File: config.mk
export PLATFORM = sky130hd
export DESIGN_NAME = aud_i2s_codec_slave
export DESIGN_NICKNAME = d
export VERILOG_FILES = /design/src/rtl/aud_i2s_codec_slave.sv
export SDC_FILE = /design/constraint.sdc
export NUM_CORES = 1
export LEC_CHECK = 0
export BUFFER_PORTS_ARGS = -buffer_cell sky130_fd_sc_hd__buf_2
export CORE_ASPECT_RATIO = 1.25
export CORE_MARGIN = 2
export CORE_UTILIZATION = 40
export CTS_CLUSTER_DIAMETER = 60
export DETAILED_ROUTE_END_ITERATION = 16
export GPL_TIMING_DRIVEN = 0
export PLACE_DENSITY_LB_ADDON = 0.12
export SLEW_MARGIN = 20
export SYNTH_ARGS = -nofsm -noshare
export SYNTH_HDL_FRONTEND = slang
export SYNTH_SLANG_ARGS = --single-unit
File: constraint.sdc
create_clock -name MCLK -period 2.53 [get_ports MCLK]
set_input_delay 0.253 -clock MCLK [delete_from_list [all_inputs] [get_ports MCLK]]
set_output_delay 0.253 -clock MCLK [all_outputs]
set_load 0.01 [all_outputs]
File: src/rtl/aud_i2s_codec_slave.sv
// aud_i2s_codec_slave
// I2S slave endpoint clocked entirely by MCLK. The master's AUD_BCLK and
// LRCK lines are oversampled through synchronizer chains. The DAC stream is
// deserialized into rx_left/rx_right. tx_left/tx_right are serialized onto
// AUD_ADCDAT, framed by the master's AUD_ADCLRCK.
// Optional build macro: AUD_SLAVE_STATUS_EN adds the rx_err and frame_cnt
// status outputs.
module aud_i2s_codec_slave #(
    parameter int WIDTH       = 16,
    parameter int SYNC_STAGES = 2
) (
    input  logic             MCLK,
    input  logic             reset,
    input  logic             enable,
    input  logic             AUD_BCLK,
    input  logic             AUD_DACLRCK,
    input  logic             AUD_DACDAT,
    input  logic             AUD_ADCLRCK,
    output logic             AUD_ADCDAT,
    output logic [WIDTH-1:0] rx_left,
    output logic [WIDTH-1:0] rx_right,
    output logic             rx_valid,
    input  logic [WIDTH-1:0] tx_left,
    input  logic [WIDTH-1:0] tx_right,
    output logic             tx_load
`ifdef AUD_SLAVE_STATUS_EN
    ,
    output logic             rx_err,
    output logic [15:0]      frame_cnt
`endif
);

    // A single flop is never an adequate synchronizer, so the depth is clamped.
    localparam int SS = (SYNC_STAGES < 2) ? 2 : SYNC_STAGES;
    // The counter must be able to hold WIDTH, which is the idle value.
    localparam int CW = $clog2(WIDTH + 1);
    localparam logic [CW-1:0] CNT_IDLE = CW'(WIDTH);
    localparam logic [CW-1:0] CNT_LAST = CW'(WIDTH - 1);
    localparam logic [CW-1:0] CNT_ZERO = CW'(0);
    localparam logic [CW-1:0] CNT_ONE  = CW'(1);

    // Append one serial bit below the current shift-register contents.
    function automatic logic [WIDTH-1:0] shift_in(input logic [WIDTH-1:0] word,
                                                  input logic             bit_in);
        return {word[WIDTH-2:0], bit_in};
    endfunction

    // Synchronizer chains plus the previous synced BCLK level used for edge detection.
    logic [SS-1:0] bclk_sync_r;
    logic [SS-1:0] dac_lr_sync_r;
    logic [SS-1:0] dac_dat_sync_r;
    logic [SS-1:0] adc_lr_sync_r;
    logic          bclk_prev_r;

    // Synced views and the derived single-MCLK events.
    logic             bclk_s;
    logic             dac_lr_s;
    logic             dac_d_s;
    logic             adc_lr_s;
    logic             bclk_rise_s;
    logic             bclk_fall_s;
    logic             rx_lr_change_s;
    logic             tx_lr_change_s;
    logic             rx_done_s;
    logic [WIDTH-1:0] rx_word_s;
    logic             tx_bit_s;

    // Receive-side state.
    logic [WIDTH-1:0] rx_sh_r;
    logic [CW-1:0]    rx_cnt_r;
    logic             rx_ch_r;
    logic             prev_dac_lr_r;

    // Transmit-side state.
    logic [WIDTH-1:0] tx_buf_l_r;
    logic [WIDTH-1:0] tx_buf_r_r;
    logic [CW-1:0]    tx_cnt_r;
    logic             tx_ch_r;
    logic             prev_adc_lr_r;

    // Shift every asynchronous serial input through its own synchronizer chain.
    always_ff @(posedge MCLK) begin
        if (reset) begin
            bclk_sync_r    <= {SS{1'b0}};
            dac_lr_sync_r  <= {SS{1'b0}};
            dac_dat_sync_r <= {SS{1'b0}};
            adc_lr_sync_r  <= {SS{1'b0}};
            bclk_prev_r    <= 1'b0;
        end else begin
            bclk_sync_r    <= {bclk_sync_r[SS-2:0], AUD_BCLK};
            dac_lr_sync_r  <= {dac_lr_sync_r[SS-2:0], AUD_DACLRCK};
            dac_dat_sync_r <= {dac_dat_sync_r[SS-2:0], AUD_DACDAT};
            adc_lr_sync_r  <= {adc_lr_sync_r[SS-2:0], AUD_ADCLRCK};
            bclk_prev_r    <= bclk_sync_r[SS-1];
        end
    end

    // Derive BCLK edges, word-select changes and the completing-word condition.
    always_comb begin
        bclk_s         = bclk_sync_r[SS-1];
        dac_lr_s       = dac_lr_sync_r[SS-1];
        dac_d_s        = dac_dat_sync_r[SS-1];
        adc_lr_s       = adc_lr_sync_r[SS-1];
        bclk_rise_s    = bclk_s & ~bclk_prev_r;
        bclk_fall_s    = ~bclk_s & bclk_prev_r;
        rx_lr_change_s = bclk_rise_s & (dac_lr_s != prev_dac_lr_r);
        tx_lr_change_s = bclk_rise_s & (adc_lr_s != prev_adc_lr_r);
        rx_word_s      = shift_in(rx_sh_r, dac_d_s);
        // A right word completes on the rise that carries its LSB.
        rx_done_s      = enable & bclk_rise_s & ~rx_lr_change_s & rx_ch_r
                         & (rx_cnt_r == CNT_LAST);
        if (tx_ch_r) begin
            tx_bit_s = tx_buf_r_r[WIDTH-1];
        end else begin
            tx_bit_s = tx_buf_l_r[WIDTH-1];
        end
    end

    // Receive deserializer: the word-select change rise is the I2S delay slot,
    // then WIDTH data bits are shifted in; any further bits are ignored.
    always_ff @(posedge MCLK) begin
        if (reset) begin
            rx_sh_r       <= {WIDTH{1'b0}};
            rx_cnt_r      <= CNT_IDLE;
            rx_ch_r       <= 1'b0;
            prev_dac_lr_r <= 1'b1;
            rx_left       <= {WIDTH{1'b0}};
            rx_right      <= {WIDTH{1'b0}};
            rx_valid      <= 1'b0;
        end else begin
            rx_valid <= rx_done_s;
            if (!enable) begin
                // Keep tracking the word select so re-enabling waits for a real change.
                rx_cnt_r <= CNT_IDLE;
                if (bclk_rise_s) begin
                    prev_dac_lr_r <= dac_lr_s;
                end
            end else if (bclk_rise_s) begin
                prev_dac_lr_r <= dac_lr_s;
                if (rx_lr_change_s) begin
                    // New word; a partially received word is dropped here.
                    rx_cnt_r <= CNT_ZERO;
                    rx_ch_r  <= dac_lr_s;
                end else if (rx_cnt_r < CNT_IDLE) begin
                    rx_sh_r  <= rx_word_s;
                    rx_cnt_r <= rx_cnt_r + CNT_ONE;
                    if (rx_cnt_r == CNT_LAST) begin
                        if (rx_ch_r) begin
                            rx_right <= rx_word_s;
                        end else begin
                            rx_left <= rx_word_s;
                        end
                    end
                end
            end
        end
    end

    // Transmit serializer: latch both channels at left start, then present one
    // bit per BCLK falling edge so the master samples it on the following rise.
    always_ff @(posedge MCLK) begin
        if (reset) begin
            tx_buf_l_r    <= {WIDTH{1'b0}};
            tx_buf_r_r    <= {WIDTH{1'b0}};
            tx_cnt_r      <= CNT_IDLE;
            tx_ch_r       <= 1'b0;
            prev_adc_lr_r <= 1'b1;
            AUD_ADCDAT    <= 1'b0;
            tx_load       <= 1'b0;
        end else begin
            tx_load <= 1'b0;
            if (!enable) begin
                tx_cnt_r   <= CNT_IDLE;
                AUD_ADCDAT <= 1'b0;
                if (bclk_rise_s) begin
                    prev_adc_lr_r <= adc_lr_s;
                end
            end else if (bclk_rise_s) begin
                prev_adc_lr_r <= adc_lr_s;
                if (tx_lr_change_s) begin
                    tx_cnt_r <= CNT_ZERO;
                    tx_ch_r  <= adc_lr_s;
                    if (!adc_lr_s) begin
                        tx_buf_l_r <= tx_left;
                        tx_buf_r_r <= tx_right;
                        tx_load    <= 1'b1;
                    end
                end
            end else if (bclk_fall_s) begin
                if (tx_cnt_r < CNT_IDLE) begin
                    AUD_ADCDAT <= tx_bit_s;
                    tx_cnt_r   <= tx_cnt_r + CNT_ONE;
                    if (tx_ch_r) begin
                        tx_buf_r_r <= {tx_buf_r_r[WIDTH-2:0], 1'b0};
                    end else begin
                        tx_buf_l_r <= {tx_buf_l_r[WIDTH-2:0], 1'b0};
                    end
                end else begin
                    AUD_ADCDAT <= 1'b0;
                end
            end
        end
    end

`ifdef AUD_SLAVE_STATUS_EN
    logic rx_short_s;
    logic tx_short_s;

    // A word-select change before WIDTH bits were moved marks a short word.
    always_comb begin
        rx_short_s = enable & rx_lr_change_s & (rx_cnt_r < CNT_IDLE);
        tx_short_s = enable & tx_lr_change_s & (tx_cnt_r < CNT_IDLE);
    end

    // Pulse rx_err on short words and count completed stereo frames.
    always_ff @(posedge MCLK) begin
        if (reset) begin
            rx_err    <= 1'b0;
            frame_cnt <= 16'h0000;
        end else begin
            rx_err <= rx_short_s | tx_short_s;
            if (rx_done_s) begin
                frame_cnt <= frame_cnt + 16'h0001;
            end
        end
    end
`endif

endmodule
==> results of run 1 <==
==> per-layer routing <==
layer  GRT usage (%)  vias to the layer above  routed length [µm]
met2           27.41                       52                4666
met4           5.308                        0                  88
met1           21.10                     1611                4499
li1                -                     1735                   -
met3           3.246                        5                 285
met5               0                        -                   0
==> synthesized netlist by cell type, types with 2 or more instances <==
master    instances  share of area [%]
dfxtp_1         105                 47
mux2i_1          66                 15
a21oi_1          53                5.9
nor2_1           43                3.6
nand2_1          37                3.1
a211oi_2         18                5.0
clkbuf_1         13                1.1
a211oi_1         12                2.0
nor2b_1          12                1.7
o21ai_0           8               0.89
buf_2             7               0.78
buf_6             6                1.5
ha_1              6                1.7
nand3_1           6               0.67
inv_1             5               0.42
and2_1            4               0.56
buf_4             4               0.67
nand2b_1          4               0.56
nor3_1            3               0.33
a211o_1           2               0.39
a211oi_4          2               0.89
a21oi_4           2               0.72
and3_1            2               0.28
buf_1             2               0.17
nand3b_1          2               0.33
nand4_1           2               0.28
==> cell type report <==
class / instances / area, µm² / area share, %
buffer: 32 / 188.9 / 3.560
multi-input combinational: 305 / 2178 / 41.05
clock inverter: 5 / 46.29 / 0.8724
tap: 135 / 168.9 / 3.183
timing repair buffer: 72 / 360.3 / 6.791
sequential: 105 / 2102 / 39.61
inverter: 5 / 18.77 / 0.3537
clock buffer: 11 / 242.7 / 4.574
==> through the flow <==
| stage | instance area [µm²] | power (mW) | util (%) |
|---|---|---|---|
| 6_report | 5306 | 3.185 | 48.11 |
| 5_1_grt | 5306 | 3.311 | 48.11 |
| 4_1_cts | 5306 | 3.228 | 48.11 |
| 3_5_place_dp | 5017 | 1.880 | 45.49 |
| 3_3_place_gp | 5017 | 1.877 | 45.49 |
| 2_1_floorplan | 4488 | 1.818 | - |
==> power by group <==
group / internal [mW] / leakage (nW) / switching [mW]
Clock: 0.713 / 0.143 / 0.634
Combinational: 0.0656 / 0.916 / 0.102
Sequential: 1.66 / 0.848 / 0.00723
Total: 2.44 / 1.91 / 0.743
==> worst reg2reg max path, delay by kind of cell (launching register included) <==
family,cells,cell delay (ns)
buffers and inverters,3,0.37
AND/OR/NAND/NOR,1,0.22
adder cells (fa/ha/maj),1,0.43
flip-flops,1,0.37
AO/OA/AOI/OAI,2,0.68
==> kinds of logic after synthesis <==
logic type	Yosys count
AOI/OAI and AO/OA	107
DFF	105
and+or+nand+nor	124
muxes	66
buffers and inverters	37
xor gates and xnor gates	2
adders and majority gates	6
==> final timing paths <==
check | startpoint | to | depth (start not counted)
worst max-delay path | bclk_sync_r[1] | tx_buf_l_r[13] | 7
worst min-delay path | AUD_BCLK | bclk_sync_r[0] | 2
worst max register to register | bclk_sync_r[1] | tx_buf_l_r[13] | 7
worst min register to register | adc_lr_sync_r[0] | adc_lr_sync_r[1] | 1
==> registers in the layout (all words and copies together) (netlist names), 2 cells and up <==
| name | flops |
|---|---|
| dac_dat_sync_r | 2 |
| rx_sh_r | 15 |
| rx_right | 16 |
| bclk_sync_r | 2 |
| tx_buf_r_r | 16 |
| tx_cnt_r | 5 |
| dac_lr_sync_r | 2 |
| tx_buf_l_r | 16 |
| rx_cnt_r | 5 |
| rx_left | 16 |
| adc_lr_sync_r | 2 |
==> flow_summary.yaml, run 1 <==
run_status:
  outcome: "completed"
yosys:
  ys_seq_elements: 105
  async_flop_share_pct: 0
  synth_edf_count: 0
  yosys.area_share.xor_xnor_pct: 0.5576
  yosys.area_share.simple_pct: 13.24
  seq_area_frac_synth_pct: 46.84
  yosysUniqueCellTypes: 47
  syn-num-nets: 492
  synth_top_family_by_area: "compound AO/OA/AOI/OAI gates"
  syn_inst: 447
  synth-compound-area-share_pct: 18.34
  syn_avg_cell_area_um2: 10.04
  yosysWarnings: 0
  syn_area_mm2: 0.004488
  synth_fa_ha_area_share_pct: 1.673
  ys.flop_type: "dfxtp_1"
  synthMuxAreaShare_pct: 14.72
worst_setup_path:
  path_cells: "inv_1 -> ha_1 -> a2111oi_4 -> and2_1 -> buf_6 -> buf_6 -> a211oi_2"
  crit_path_end_kind: "flop"
  cp_max_fo: 10
  cp_top_family: "compound AO/OA/AOI/OAI gates"
  crit_buf_inv: 3
  cp.required_ns: 2.72
  critPathKind: "flop to flop"
  cp_slowest_stage_delay_ns: 0.60
  startpoint_type: "flop"
  ff2ff_setup_slack_ns: 0.31
  arrival_ns: 2.41
  critPathSlowestCell: "a2111oi_4"
  crit_path_frequent_cell: "buf_6"
pwr:
  ir_drop_v: 0.0004038
  power.density_mw_per_mm2: 600.2
  leakagePower_nw: 1.906
layout:
  fillers: 1087
  num_antenna_cells: 0
  synthToLayoutAreaGrowth_pct: 18.23
  instances_no_fill: 670
  drive_gt1_share_pct: 24.86
  final_nets: 575
  final_cell_mix: "dfxtp_1 (105), buf_2 (79), mux2i_1 (66)"
  final_common_cell: "dfxtp_1"
placement:
  place_congestion: 0.8473
  placed_cells: 654
  pre_cts_ws_ns: 0.2903
  hpwl_um: 6909
  io_buffers: 72
routing:
  routed_via_density: 5.079
  wl_per_cell_um: 14.24
  vias: 3403
  antenna_violating_nets_post_route: 0
  wl_um: 9540
  drt_pass1_iterations: 4
  drc: 0
  initialDrtViolationCount: 65
grt:
  grt_first_pass_wirelength_um: 16060
  overflow: 0
  grt_use_total_pct: 16.32
  antenna_found_initial: 0
  grt_start_max_net_pins: 19
  grt_pass1_vias: 3354
die:
  die_y_um: 122.4
  start_util_pct: 40.69
  die_x_um: 98.74
  rows: 43
  io_pins: 74
  core_mm2: 0.01103
  die_area_mm2: 0.01209
sta:
  finClkSkew_ns: 0.01011
  max_slew_margin_pct: 51.59
  final_max_slew_viol_count: 0
  max_freq_ghz: 0.4512
  whs_ns: 0.1145
  fin_ws_ns: 0.3138
  hold_violations: 0
  grt_setup_unrepaired: "no"
  tightest_slew_ns: 0.7261
  fin_crit_ns: 2.216
  setup_viol: 0
  min_period_over_period_pct: 87.60
  setup_tns_ns: 0
clocking:
  cts_tree: "yes"
  post_cts_buffers: 0
  cts_made_buffers: 9
  h-tree-depth: 3
  cts.sinks: 105
  insertion_delay_ns: 0.34
  cts.clk_slew.worst_paths_ns: 0.07
  root_buffer: "clkbuf_16"
  cts_resized: 0
  ctsHoldBuffers: 0
  clockBufferDepth: 2
worst_hold_path:
  hp-class: "input port to flop"
run:
  cap_violations: 0
No activity file was read; power rests on OpenSTA's default activity.
==> inputs of run 2 (changes only) <==
--- a/config.mk
+++ b/config.mk
@@ -8,8 +8,8 @@
 export BUFFER_PORTS_ARGS = -buffer_cell sky130_fd_sc_hd__buf_2
 export CORE_ASPECT_RATIO = 1.25
 export CORE_MARGIN = 2
-export CORE_UTILIZATION = 40
-export CTS_CLUSTER_DIAMETER = 60
+export CORE_UTILIZATION = 30
+export CTS_CLUSTER_DIAMETER = 50
 export DETAILED_ROUTE_END_ITERATION = 16
 export GPL_TIMING_DRIVEN = 0
 export PLACE_DENSITY_LB_ADDON = 0.12
==> run 2 against run 1 <==
Effect of this change: fmax shrank 1.0%; critical path type unchanged; critical endpoint is now rx_left[7]; register-to-register slack lost 0.02 ns; worst setup slack worse by 0.023 ns.
==> flow_summary.yaml, run 2 (synthesis gave the netlist of run 1 again) <==
run_status:
  outcome: "completed"
run:
  cap_violations: 0
sta:
  fin_ws_ns: 0.2911
  tightest_slew_ns: 0.7440
  max_slew_margin_pct: 50.40
  setup_viol: 0
  setup_tns_ns: 0
  whs_ns: 0.1219
  final_max_slew_viol_count: 0
  hold_violations: 0
  finClkSkew_ns: 0.004301
  max_freq_ghz: 0.4467
  min_period_over_period_pct: 88.49
  grt_setup_unrepaired: "no"
  fin_crit_ns: 2.239
pwr:
  leakagePower_nw: 1.934
  ir_drop_v: 0.0003509
  power.density_mw_per_mm2: 638.6
placement:
  io_buffers: 72
  hpwl_um: 7401
  pre_cts_ws_ns: 0.2713
  place_congestion: 0.7308
grt:
  grt_pass1_vias: 3535
  overflow: 0
  grt_start_max_net_pins: 19
  grt_first_pass_wirelength_um: 17330
  grt_use_total_pct: 13.58
  antenna_found_initial: 0
die:
  die_y_um: 140.8
  rows: 50
  die_area_mm2: 0.01596
  start_util_pct: 30.27
  io_pins: 74
  die_x_um: 113.4
  core_mm2: 0.01483
clocking:
  cts.sinks: 105
  insertion_delay_ns: 0.35
  cts_made_buffers: 9
  cts.clk_slew.worst_paths_ns: 0.07
  ctsHoldBuffers: 0
  cts_resized: 0
  cts_tree: "yes"
  h-tree-depth: 3
  root_buffer: "clkbuf_16"
  clockBufferDepth: 2
  post_cts_buffers: 0
worst_setup_path:
  startpoint_type: "flop"
  cp_slowest_stage_delay_ns: 0.45
  critPathSlowestCell: "clkbuf_1"
  cp_max_fo: 10
  cp.required_ns: 2.81
  cp_top_family: "buffers and inverters"
  arrival_ns: 2.51
  path_cells: "ha_1 -> and3_1 -> ha_1 -> nand3_1 -> or3_1 -> clkbuf_1 -> clkbuf_1 -> nand2_1 -> a21oi_1"
  crit_path_end_kind: "flop"
  crit_buf_inv: 2
  critPathKind: "flop to flop"
routing:
  drc: 0
  vias: 3436
  wl_per_cell_um: 14.38
  drt_pass1_iterations: 5
  initialDrtViolationCount: 141
  antenna_violating_nets_post_route: 0
  routed_via_density: 4.792
  wl_um: 10310
layout:
  final_nets: 575
  final_common_cell: "dfxtp_1"
  synthToLayoutAreaGrowth_pct: 20.91
  fillers: 1522
  final_cell_mix: "dfxtp_1 (105), buf_2 (79), mux2i_1 (66)"
  drive_gt1_share_pct: 25.05
  num_antenna_cells: 0
worst_hold_path:
  hp-class: "input port to flop"
==> run 2: cell types whose count changed in the layout (fill, tap and decap cells not counted) <==
cell | before | now
clkbuf_8 | 1 | 0
clkbuf_1 | 14 | 13
inv_8 | 1 | 0
bufinv_16 | 0 | 3
==> run 2: path summary, 6_finish.rpt <==
| path | cells after the start | slack (ns) | from | to |
|---|---|---|---|---|
| max reg2reg | 9 | 0.29 | rx_cnt_r[0] | rx_left[7] |
| max | 9 | 0.29 | rx_cnt_r[0] | rx_left[7] |
| min reg2reg | 1 | 0.44 | bclk_sync_r[0] | bclk_sync_r[1] |
| min | 2 | 0.12 | AUD_DACDAT | dac_dat_sync_r[0] |
==> run 2: report_power, final <==
part / switching (mW) / internal [mW]
clock: 0.647 / 0.978
sequential: 0.00733 / 1.66
combinational: 0.105 / 0.0657
total: 0.759 / 2.71
==> run 2: area by class of cell <==
| type | count | area, µm² | share of cell area (%) |
|---|---|---|---|
| multi-input combinational | 305 | 2178 | 40.14 |
| sequential | 105 | 2102 | 38.74 |
| clock inverter | 7 | 125.1 | 2.306 |
| buffer | 32 | 188.9 | 3.482 |
| inverter | 5 | 18.77 | 0.3459 |
| tap | 182 | 227.7 | 4.196 |
| clock buffer | 9 | 225.2 | 4.150 |
| timing repair buffer | 72 | 360.3 | 6.641 |
==> run 2: metrics by stage <==
step	area, µm²	std cells	total power [mW]	utilization (%)
2_1_floorplan	4488	447	1.818	-
3_3_place_gp	5076	701	1.882	34.24
3_5_place_dp	5076	701	1.884	34.24
4_1_cts	5426	717	3.530	36.60
5_1_grt	5426	717	3.609	36.60
6_report	5426	717	3.465	36.60
==> run 2: routing by layer <==
layer	routed length [µm]	GRT usage [%]
met1	4839	16.73
met2	4981	23.20
met3	336	2.193
met4	154	6.162
met5	0	0
==> inputs of run 3 (changes only) <==
--- a/config.mk
+++ b/config.mk
@@ -6,6 +6,8 @@
 export NUM_CORES = 1
 export LEC_CHECK = 0
 export BUFFER_PORTS_ARGS = -buffer_cell sky130_fd_sc_hd__buf_2
+export CELL_PAD_IN_SITES_DETAIL_PLACEMENT = 0
+export CELL_PAD_IN_SITES_GLOBAL_PLACEMENT = 1
 export CORE_ASPECT_RATIO = 1.25
 export CORE_MARGIN = 2
 export CORE_UTILIZATION = 30
==> run 3 against run 2 <==
Effect of this change: worst setup slack improved by 0.0055 ns; die area did not move; largest cell class unchanged; flip-flop and latch count did not move; critical path type unchanged; fmax rose by 0.25%.
==> flow_summary.yaml, run 3 (synthesis gave the netlist of run 1 again) <==
sta:
  finClkSkew_ns: 0.006021
  hold_violations: 0
  tightest_slew_ns: 0.7198
  max_slew_margin_pct: 52.01
  fin_crit_ns: 2.233
  grt_setup_unrepaired: "no"
  setup_tns_ns: 0
  final_max_slew_viol_count: 0
  max_freq_ghz: 0.4478
  setup_viol: 0
  min_period_over_period_pct: 88.28
clocking:
  cts_resized: 0
  root_buffer: "clkbuf_16"
  cts_made_buffers: 9
  clockBufferDepth: 2
  post_cts_buffers: 0
  insertion_delay_ns: 0.35
  h-tree-depth: 3
  cts.clk_slew.worst_paths_ns: 0.07
  ctsHoldBuffers: 0
  cts.sinks: 105
  cts_tree: "yes"
routing:
  initialDrtViolationCount: 112
  antenna_violating_nets_post_route: 0
  vias: 3435
  wl_um: 10590
  routed_via_density: 4.791
  drt_pass1_iterations: 4
  drc: 0
  wl_per_cell_um: 14.77
grt:
  antenna_found_initial: 0
  overflow: 0
  grt_first_pass_wirelength_um: 17870
  grt_use_total_pct: 14.11
  grt_pass1_vias: 3607
  grt_start_max_net_pins: 18
layout:
  drive_gt1_share_pct: 25.05
  final_cell_mix: "dfxtp_1 (105), buf_2 (79), mux2i_1 (66)"
  final_common_cell: "dfxtp_1"
  synthToLayoutAreaGrowth_pct: 20.94
  utilization_pct: 36.61
  num_antenna_cells: 0
  final_nets: 575
  fillers: 1527
die:
  start_util_pct: 30.27
  die_area_mm2: 0.01596
  io_pins: 74
  die_x_um: 113.4
  core_mm2: 0.01483
  die_y_um: 140.8
  rows: 50
pwr:
  leakagePower_nw: 1.937
  power.density_mw_per_mm2: 641.6
  ir_drop_v: 0.0002930
worst_setup_path:
  arrival_ns: 2.44
  cp.required_ns: 2.74
  critPathKind: "flop to flop"
  crit_path_end_kind: "flop"
  startpoint_type: "flop"
  cp_max_fo: 10
placement:
  io_buffers: 72
  hpwl_um: 7759
  place_congestion: 0.7184
worst_hold_path:
  hp-class: "input port to flop"
run:
  cap_violations: 0
run_status:
  outcome: "completed"
## run 3: final timing paths
kind                       end  slack, ns              from  cells after the start
min reg2reg   dac_lr_sync_r[1]       0.44  dac_lr_sync_r[0]                      1
min          dac_dat_sync_r[0]       0.11        AUD_DACDAT                      2
max             tx_buf_l_r[12]       0.30    bclk_sync_r[1]                      7
max reg2reg     tx_buf_l_r[12]       0.30    bclk_sync_r[1]                      7
## run 3: critical path, stage by stage, from the launching register on
cell	delay, ns
dfxtp_1	0.37
inv_1	0.07
ha_1	0.43
a2111oi_4	0.61
and2_1	0.22
buf_6	0.13
buf_6	0.17
a211oi_2	0.08
## run 3: final cells by class
| class | instances | area (µm²) | area share, % |
|---|---|---|---|
| clock inverter | 6 | 112.6 | 2.075 |
| tap | 182 | 227.7 | 4.195 |
| inverter | 5 | 18.77 | 0.3458 |
| sequential | 105 | 2102 | 38.73 |
| multi-input combinational | 305 | 2178 | 40.13 |
| timing repair buffer | 72 | 360.3 | 6.639 |
| buffer | 32 | 188.9 | 3.481 |
| clock buffer | 10 | 239.0 | 4.403 |
## run 3: stage by stage
step                hold slack, ns  cells  instance area, µm²  total power, mW  setup slack, ns
floorplan                   0.3812    447                4488            1.818           0.6033
finish                      0.1143    717                5428            3.483           0.2966
global placement            0.4176    701                5076            1.885           0.3094
detailed placement          0.4247    701                5076            1.886           0.3083
CTS                         0.1089    717                5428            3.549           0.2757
global route                0.1281    717                5428            3.623           0.1417
## run 3: power by group
part / internal [mW] / switching (mW) / total [mW]
registers: 1.66 / 0.00740 / 1.67
clock network: 1.00 / 0.639 / 1.64
logic: 0.0658 / 0.107 / 0.173
## run 3: layer usage
layer | routed length (µm) | track usage, % | up-vias
li1 | - | - | 1738
met1 | 4758 | 16.34 | 1615
met2 | 5203 | 24.71 | 67
met3 | 367 | 2.837 | 15
met4 | 257 | 6.868 | 0
met5 | 0 | 0 | -
